[src/rtl/echo_gate_ctrl.sv]
// echo_gate_ctrl: ultrasonic range measurement sequencer in front of the
// 9-bit ripple distance counter. It fires the trigger and clears the counter.
// While echo is high it gates a one-pulse-per-cm tick onto the counter clock.
// It then captures the settled count as dist_cm.
// Optional build macro: AUTO_TRIG_EN adds a free-running auto-repeat period
// counter. A period pulse that arrives while a measurement is in progress is
// deferred until the controller returns to IDLE.
//
// state     | meaning
// ----------+---------------------------------------------------------------
// IDLE      | counter held clear, waiting for a start request
// TRIG      | trigger high for TRIG_CYC cycles, counter still clear
// WAIT_ECHO | waiting for an echo rise, bounded by ECHO_WAIT_CYC
// MEASURE   | echo high, tick pulses gated onto cnt_clk, tick count bounded
// SETTLE    | SETTLE_CYC cycles for the ripple counter to settle
// CAPTURE   | cnt_q latched into dist_cm, dist_valid pulsed
// FAIL      | timeout flag set, dist_cm left unchanged
// HOLDOFF   | waiting for echo low before re-arming

module echo_gate_ctrl #(
  parameter int TRIG_CYC      = 500,
  parameter int TICK_CYC      = 2900,
  parameter int MAX_CM        = 400,
  parameter int ECHO_WAIT_CYC = 1_500_000,
  parameter int SETTLE_CYC    = 4
`ifdef AUTO_TRIG_EN
  ,
  parameter int PERIOD_CYC    = 3_000_000
`endif
) (
  input  logic       clk,
  input  logic       clear_n,
  input  logic       start,
  input  logic       echo,
  input  logic [8:0] cnt_q,
  output logic       trig,
  output logic       cnt_clear,
  output logic       cnt_clk,
  output logic [8:0] dist_cm,
  output logic       dist_valid,
  output logic       timeout,
  output logic       busy
);

  localparam int HALF    = TICK_CYC / 2;
  localparam int PH_W    = $clog2(TICK_CYC);
  localparam int TMR_MAX = (ECHO_WAIT_CYC > TRIG_CYC)
                         ? ((ECHO_WAIT_CYC > SETTLE_CYC) ? ECHO_WAIT_CYC : SETTLE_CYC)
                         : ((TRIG_CYC > SETTLE_CYC) ? TRIG_CYC : SETTLE_CYC);
  localparam int TMR_W   = $clog2(TMR_MAX + 1);

  // Timer loads are terminal-count minus one so each phase lasts exactly N cycles.
  localparam logic [TMR_W-1:0] TRIG_LOAD   = TMR_W'(TRIG_CYC - 1);
  localparam logic [TMR_W-1:0] EWAIT_LOAD  = TMR_W'(ECHO_WAIT_CYC - 1);
  localparam logic [TMR_W-1:0] SETTLE_LOAD = TMR_W'(SETTLE_CYC - 1);
  localparam logic [PH_W-1:0]  PH_LAST     = PH_W'(TICK_CYC - 1);
  localparam logic [PH_W-1:0]  PH_HALF     = PH_W'(HALF);
  localparam logic [PH_W-1:0]  PH_HI_LAST  = PH_W'(HALF - 1);
  localparam logic [8:0]       TC_MAX      = 9'(MAX_CM);

  typedef enum logic [2:0] {
    S_IDLE,
    S_TRIG,
    S_WAIT_ECHO,
    S_MEASURE,
    S_SETTLE,
    S_CAPTURE,
    S_FAIL,
    S_HOLDOFF
  } state_t;

  state_t            state, state_nxt;
  logic [TMR_W-1:0]  tmr, tmr_nxt;
  logic [PH_W-1:0]   phase, phase_nxt;
  logic [8:0]        tc, tc_nxt;

  logic echo_m, echo_s, echo_s_d;
  logic echo_rise, echo_fall;
  logic go;

  assign echo_rise = echo_s & ~echo_s_d;
  assign echo_fall = ~echo_s & echo_s_d;

  // Two-flop synchroniser for the asynchronous echo, plus a delayed copy for edges.
  always_ff @(posedge clk or negedge clear_n) begin
    if (!clear_n) begin
      echo_m   <= 1'b0;
      echo_s   <= 1'b0;
      echo_s_d <= 1'b0;
    end else begin
      echo_m   <= echo;
      echo_s   <= echo_m;
      echo_s_d <= echo_s;
    end
  end

`ifdef AUTO_TRIG_EN
  localparam int PER_W = $clog2(PERIOD_CYC);
  localparam logic [PER_W-1:0] PER_LOAD = PER_W'(PERIOD_CYC - 1);

  logic [PER_W-1:0] per_cnt;
  logic             per_tick;
  logic             pend;

  assign per_tick = (per_cnt == '0);
  assign go       = start | pend | per_tick;

  // Free-running period down-counter; a pulse seen outside IDLE is held pending.
  always_ff @(posedge clk or negedge clear_n) begin
    if (!clear_n) begin
      per_cnt <= '0;
      pend    <= 1'b0;
    end else begin
      per_cnt <= per_tick ? PER_LOAD : per_cnt - 1'b1;
      pend    <= (state == S_IDLE) ? 1'b0 : (pend | per_tick);
    end
  end
`else
  assign go = start;
`endif

  // State register and the timer, tick-phase and tick-count registers.
  always_ff @(posedge clk or negedge clear_n) begin
    if (!clear_n) begin
      state <= S_IDLE;
      tmr   <= '0;
      phase <= '0;
      tc    <= '0;
    end else begin
      state <= state_nxt;
      tmr   <= tmr_nxt;
      phase <= phase_nxt;
      tc    <= tc_nxt;
    end
  end

  // Next-state and counter-update logic.
  always_comb begin
    state_nxt = state;
    tmr_nxt   = tmr;
    phase_nxt = phase;
    tc_nxt    = tc;
    case (state)
      S_IDLE: begin
        if (go) begin
          state_nxt = S_TRIG;
          tmr_nxt   = TRIG_LOAD;
        end
      end
      S_TRIG: begin
        if (tmr == '0) begin
          state_nxt = S_WAIT_ECHO;
          tmr_nxt   = EWAIT_LOAD;
        end else begin
          tmr_nxt = tmr - 1'b1;
        end
      end
      S_WAIT_ECHO: begin
        // An echo already high on entry produces no rise, so it is ignored.
        if (echo_rise) begin
          state_nxt = S_MEASURE;
          phase_nxt = '0;
          tc_nxt    = '0;
        end else if (tmr == '0) begin
          state_nxt = S_FAIL;
        end else begin
          tmr_nxt = tmr - 1'b1;
        end
      end
      S_MEASURE: begin
        if (echo_fall) begin
          state_nxt = S_SETTLE;
          tmr_nxt   = SETTLE_LOAD;
        end else if (tc == TC_MAX) begin
          state_nxt = S_FAIL;
        end else begin
          phase_nxt = (phase == PH_LAST) ? '0 : phase + 1'b1;
          // A pulse counts as complete when its high half ends.
          if (phase == PH_HI_LAST) begin
            tc_nxt = tc + 1'b1;
          end
        end
      end
      S_SETTLE: begin
        if (tmr == '0) begin
          state_nxt = S_CAPTURE;
        end else begin
          tmr_nxt = tmr - 1'b1;
        end
      end
      S_CAPTURE: state_nxt = S_HOLDOFF;
      S_FAIL:    state_nxt = S_HOLDOFF;
      S_HOLDOFF: begin
        if (!echo_s) begin
          state_nxt = S_IDLE;
        end
      end
      default: state_nxt = S_IDLE;
    endcase
  end

  // Registered outputs decoded from the next state so they align with the state register.
  always_ff @(posedge clk or negedge clear_n) begin
    if (!clear_n) begin
      trig       <= 1'b0;
      cnt_clear  <= 1'b1;
      cnt_clk    <= 1'b0;
      busy       <= 1'b0;
      dist_cm    <= '0;
      dist_valid <= 1'b0;
      timeout    <= 1'b0;
    end else begin
      trig       <= (state_nxt == S_TRIG);
      cnt_clear  <= (state_nxt == S_IDLE) || (state_nxt == S_TRIG);
      // Leaving MEASURE drops cnt_clk at once, so a partial high pulse ends cleanly.
      cnt_clk    <= (state_nxt == S_MEASURE) && (phase_nxt < PH_HALF);
      busy       <= (state_nxt != S_IDLE);
      dist_valid <= (state == S_CAPTURE);
      if (state == S_CAPTURE) begin
        dist_cm <= cnt_q;
      end
      if (state == S_FAIL) begin
        timeout <= 1'b1;
      end else if ((state == S_IDLE) && (state_nxt == S_TRIG)) begin
        timeout <= 1'b0;
      end
    end
  end

endmodule

[config.mk]
export PLATFORM = sky130hd
export DESIGN_NAME = echo_gate_ctrl
export DESIGN_NICKNAME = d
export VERILOG_FILES = /design/src/rtl/echo_gate_ctrl.sv
export SDC_FILE = /design/constraint.sdc
export NUM_CORES = 1
export LEC_CHECK = 0
export BUFFER_PORTS_ARGS = -buffer_cell sky130_fd_sc_hd__buf_4
export CAP_MARGIN = 30
export CELL_PAD_IN_SITES_DETAIL_PLACEMENT = 1
export CELL_PAD_IN_SITES_GLOBAL_PLACEMENT = 1
export CORE_UTILIZATION = 40
export DETAILED_ROUTE_END_ITERATION = 8
export PLACE_DENSITY_LB_ADDON = 0.1
export SYNTH_ARGS = -nofsm -noshare
export SYNTH_HDL_FRONTEND = slang
export SYNTH_SLANG_ARGS = --single-unit
[constraint.sdc]
create_clock -name clk -period 2.05 [get_ports clk]
set_input_delay 0.3075 -clock clk [delete_from_list [all_inputs] [get_ports clk]]
set_output_delay 0.3075 -clock clk [all_outputs]
set_load 0.02 [all_outputs]
---- Word level (Yosys, flattened, before mapping) ----
Cells that the tools add are included.
storage, ports and cells
  logic and storage cells ................. 81
  bits of input ports ..................... 13
  output and inout bits ................... 15
  register bits ........................... 63
operators by class
  equal/unequal tests ..................... 19
  reductions and logical operators ........ 13
  order comparisons ....................... 1
  add/subtract/negate cells ............... 3
  bitwise operators ....................... 4
  multiplexer cells ....................... 27
operators by type and width
  operator                                               number
  2-to-1 mux 21 bit                                      5
  one-hot mux 21 bit (5 select lines)                    1
  2-to-1 mux 12 bit                                      4
  2-to-1 mux 9 bit                                       4
  2-to-1 mux 3 bit                                       8
  one-hot mux 12 bit (2 select lines)                    1
  logical NOT 21 bit                                     1
  one-hot mux 3 bit (7 select lines)                     1
  subtractor 21 x 1 -> 21 bit, second input constant     1
  one-hot mux 9 bit (2 select lines)                     1
  != test 2 bit, second input constant                   7
  adder 12 x 1 -> 12 bit, second input constant          1
  equality test 12 x 11 -> 1 bit, second input constant  1
  equality test 12 bit, second input constant            1
  equality test 3 bit, second input constant             4
  < comparator 12 x 11 -> 1 bit, second input constant   1
  adder 9 x 1 -> 9 bit, second input constant            1
  equality test 3 x 2 -> 1 bit, second input constant    3
  equality test 9 bit, second input constant             1
  equality test 3 x 1 -> 1 bit, second input constant    2
  logical NOT 3 bit                                      2
  AND reduction 5 bit                                    1
  nonzero test 5 bit                                     1
  AND reduction 4 bit                                    1
  other kinds (8)                                        13

---- Logic depth before layout (Yosys ltp) ----
  depth after elaboration ................. 8
  gate-level depth with buffers ........... 10
  mapped depth without buffers ............ 9

---- Worst setup path after synthesis ----
OpenSTA, ideal clock, no wires.
  path kind ............................... reg2reg
  start point ............................. reg tc[0]
  end point ............................... reg tc[5]
  stages on the path, launching flop included .. 11
  buffers on the path ..................... 1
  clock period less this slack ............ 2.214 ns
  required time ........................... 1.973 ns
  setup time .............................. 0.077 ns
  arrival time ............................ 2.137 ns
  slack ................................... -0.164 ns
  cells stage by stage .................... dfrtp_1 > inv_1 > ha_1 > and4b_1 > clkbuf_1 > a21oi_1 > a21oi_1 > a21oi_2 > nand3_1 > or3_1 > a21oi_1
between the ends
  longest elaborated chain between the ends .. 5
  elaborated cells on any way between the ends .. 8
  classes of those cells .................. add/sub (1); eq/ne (2); mux (4); reduce/logical (1)
ends and longest elaborated chain
  element                             line  source
  from (decl)                         75    logic [8:0] tc, tc_nxt;
  from (signal assigned)              133   tc <= tc_nxt;
  adder 9 x 1 -> 9 bit                180   tc_nxt = tc + 1'b1;
  2-to-1 mux 9 bit                    179   if (phase == PH_HI_LAST) begin
  2-to-1 mux 9 bit                    174   end else if (tc == TC_MAX) begin
  2-to-1 mux 9 bit                    171   if (echo_fall) begin
  one-hot mux 9 bit (2 select lines)  143   case (state)
Several ways; a longest one is shown, not always the timed one. The select of a mux whose other input is x is not followed.
A chain may end at the register's enable or synchronous reset.

---- Worst setup path in the final report ----
  start point ............................. reg tc[3]
  end point ............................... reg cnt_clk
between the ends
  longest elaborated chain between the ends .. 6
  elaborated cells on any way between the ends .. 10
  classes of those cells .................. order compare (1); eq/ne (2); mux (6); reduce/logical (1)
ends and longest elaborated chain
  element                              line  source
  equality test 9 bit                  174
  2-to-1 mux 12 bit                    174
  2-to-1 mux 12 bit                    171
  one-hot mux 12 bit (2 select lines)  143
  net phase_nxt[6]                     74    logic [PH_W-1:0] phase, phase_nxt;
  < comparator 12 x 11 -> 1 bit        216   cnt_clk <= (state_nxt == S_MEASURE) && (phase_nxt < PH_HALF);
  logical AND 1 bit                    216
  to (signal assigned)                 216
  to (decl)                            38    output logic cnt_clk,
The timed path passes the listed nets, and every way through them passes these cells.

==> impl_metrics.yaml <==
run_status:
  status: "finished with violations"
  violations: "setup timing"
logic_synthesis:
  syn_area_sq_um: 3540
  synth_edf_count: 0
  syn-num-nets: 397
  synth.avg_cell_area_sq_um: 9.33
  synth_cell_type_count: 69
  yosys_warnings: 0
  ys_seq_area_share_pct: 44.6
  ys_seq_elements: 63
  synthArstFlopShare_pct: 100
  ys.flop_type: "dfrtp_1"
  synth_cells: 379
critical_path:
  startpoint_type: "flop"
  r2r-end: "cnt_clk"
  end_kind: "flop"
  r2r_start: "tc[3]"
  setup.worst_path.start: "tc[3]"
  cp.arrival_ns: 2.54
  critPathKind: "flop to flop"
  crit_end: "cnt_clk"
  r2r_setup_slack_ns: -0.25
  reg2reg_depth: 7
  crit_path_max_fanout: 4
  critPathRequiredTime_ns: 2.30
sta:
  finalHoldViolations: 0
  holdWs_ns: 0.0680
  slew_viol_final: 0
  finalCritPeriodShare_pct: 112
  setup-tns-final_ns: -2.44
  rsz0062_at_grt: "yes"
  setup_viol: 27
  fin_skew_ns: 0.0125
  fin_crit_ns: 2.30
  slew_headroom_pct: 65.8
  worstMarginPinSlew_ns: 0.509
  setup_ws_ns: -0.248
  fmax_mhz: 435
power:
  power_density_nw_per_um2: 1450
  ir_worst_vdd_mv: 0.954
  p_leak_nw: 2.37
routing:
  ant_nets: 0
  dr.first_iter.drc_count: 246
  drc_errors: 0
  wl_microns: 14700
  post_drt_wl_per_cell_microns: 23.3
  first_pass_iters: 5
  via_count: 3826
  avgViaCountPerCell: 6.08
die:
  io_pins: 28
  die_y_microns: 96.0
  die_area_sq_um: 9220
  start_util_pct: 42.2
  coreArea_sq_um: 8380
  die_x_microns: 96.0
  num_rows: 33
grt:
  antenna_found_initial: 0
  grt_overflow_total: 0
  grt_pass1_vias: 3975
  track_usage_pct: 29.6
  grt_pass1_wl_microns: 20200
  grt_max_degree: 37
placement:
  gp_congestion: 0.866
  preCtsSetupSlack_ns: -0.280
  portBuffers: 27
  dpl.cell_count: 586
  dp_hpwl_microns: 8110
clocking:
  htree_levels: 3
  clock-sinks: 63
  cts_tree: "built"
  cts_root_buf: "clkbuf_8"
  cts_buffers: 9
  clk_pin_slew_ns: 0.08
  insertion_delay_ns: 0.35
  cts_max_path_buffers: 2
layout:
  final_cell_mix: "buf_4, dfrtp_1, nor2_1, nand2_1, o21ai_0"
  layout_commonest_cell: "buf_4"
  antennaDiodeCount: 0
  utilization_pct: 64.6
  drive_above_1_share_pct: 49.0
  nets: 537
  stdcell_count: 629
  fillers: 910
  syn2layout_area_growth_pct: 53.2
min_path:
  min_path_type: "input port to flop"
run:
  maxCapViolCount: 0
==> power breakdown <==
part | internal, W | switching (W) | leakage [nW]
combinational | 0.00217 | 0.00260 | 1.46
sequential | 0.00158 | 0.000264 | 0.808
clock | 0.000686 | 0.000554 | 0.105
==> worst min path at each step <==
| stage | endpoint | cells past startpoint | slack (ns) | start |
|---|---|---|---|---|
| 6_report | echo_m | 1 | 0.07 | echo |
| 5_1_grt | echo_m | 1 | 0.07 | echo |
| 4_1_cts | echo_m | 1 | 0.06 | echo |
| 3_5_place_dp | tmr[20] | 1 | 0.27 | clear_n |
| 3_3_place_gp | tmr[18] | 1 | 0.26 | clear_n |
| 2_1_floorplan | busy | 0 | 0.01 | clear_n |
==> flip-flops by register name (all words and copies together) (netlist names) <==
register and count:
phase 12, cnt_clear 1, echo_s 1, echo_s_d 1, timeout 1, tmr 21
busy 1, tc 9, echo_m 1, cnt_clk 1, dist_cm 9, trig 1
state 3, dist_valid 1
==> kinds of logic (layout without fill, tap and decap cells) <==
kind of cell / count (synthesis) / after routing / synth area share, %
adder cells (fa/ha/maj): 5 / 5 / 1.77
XOR/XNOR: 7 / 7 / 1.73
multiplexers: 9 / 9 / 2.87
flip-flops: 63 / 63 / 44.6
AND/OR/NAND/NOR: 144 / 144 / 22.6
AO/OA/AOI/OAI: 122 / 122 / 23.0
buffers and inverters: 29 / 174 / 3.40
==> area by class of cell <==
cell class                      count  area, sq um  area share (%)
Tap cell                          105          131            2.42
Clock buffer                        9          124            2.29
Clock inverter                      7         97.6            1.80
Timing Repair Buffer              143         1160            21.4
Inverter                           15         56.3            1.04
Multi-Input combinational cell    287         2270            41.9
Sequential cell                    63         1580            29.2
==> timing repair <==
action	CTS	global route
gates resized for setup	45	76
buffers inserted	17	9
hold endpoints to repair	27	0
hold buffers	1	0
pin swaps	38	32
endpoints found under the setup margin	34	39
gates cloned	1	0
==> metrics by stage <==
step                      power, W  area, sq um
after global placement     0.00506         4530
after detailed placement   0.00517         4530
after global routing       0.00823         5420
after floorplan            0.00372         3590
final                      0.00785         5420
after CTS                  0.00691         5070
==> per-layer routing <==
metal / GRT usage [%] / vias to the layer above / wire, microns
met5: 0 / - / 0
met4: 14.2 / 0 / 601
met3: 6.48 / 54 / 688
met2: 48.2 / 152 / 7370
met1: 37.1 / 1937 / 6010
li1: - / 1683 / -
==> synth_stat cells, drive strengths merged, types with 6 or more instances <==
cell type	count	share of area (%)
nand2b	8	1.4
o21ai	40	5.8
nand4	6	1.1
mux2	9	2.9
a22o	6	1.5
a21oi	29	4.3
clkbuf	10	1.1
nor3	12	1.8
inv	15	1.6
xor2	6	1.5
dfrtp	62	44
nand3	9	1.3
nand2	29	3.1
nor2	40	4.3
nor4	9	2.6
==> worst max-delay path, stage by stage, from the launching register on <==
cell and delay [ns]:
dfrtp_1 0.45, or4b_4 0.61, o211ai_1 0.29, nand2_1 0.10, o211ai_1 0.34, nor2_1 0.13
a21oi_2 0.20, a21oi_2 0.08
Note: power is estimated with default switching activity, not from simulation.
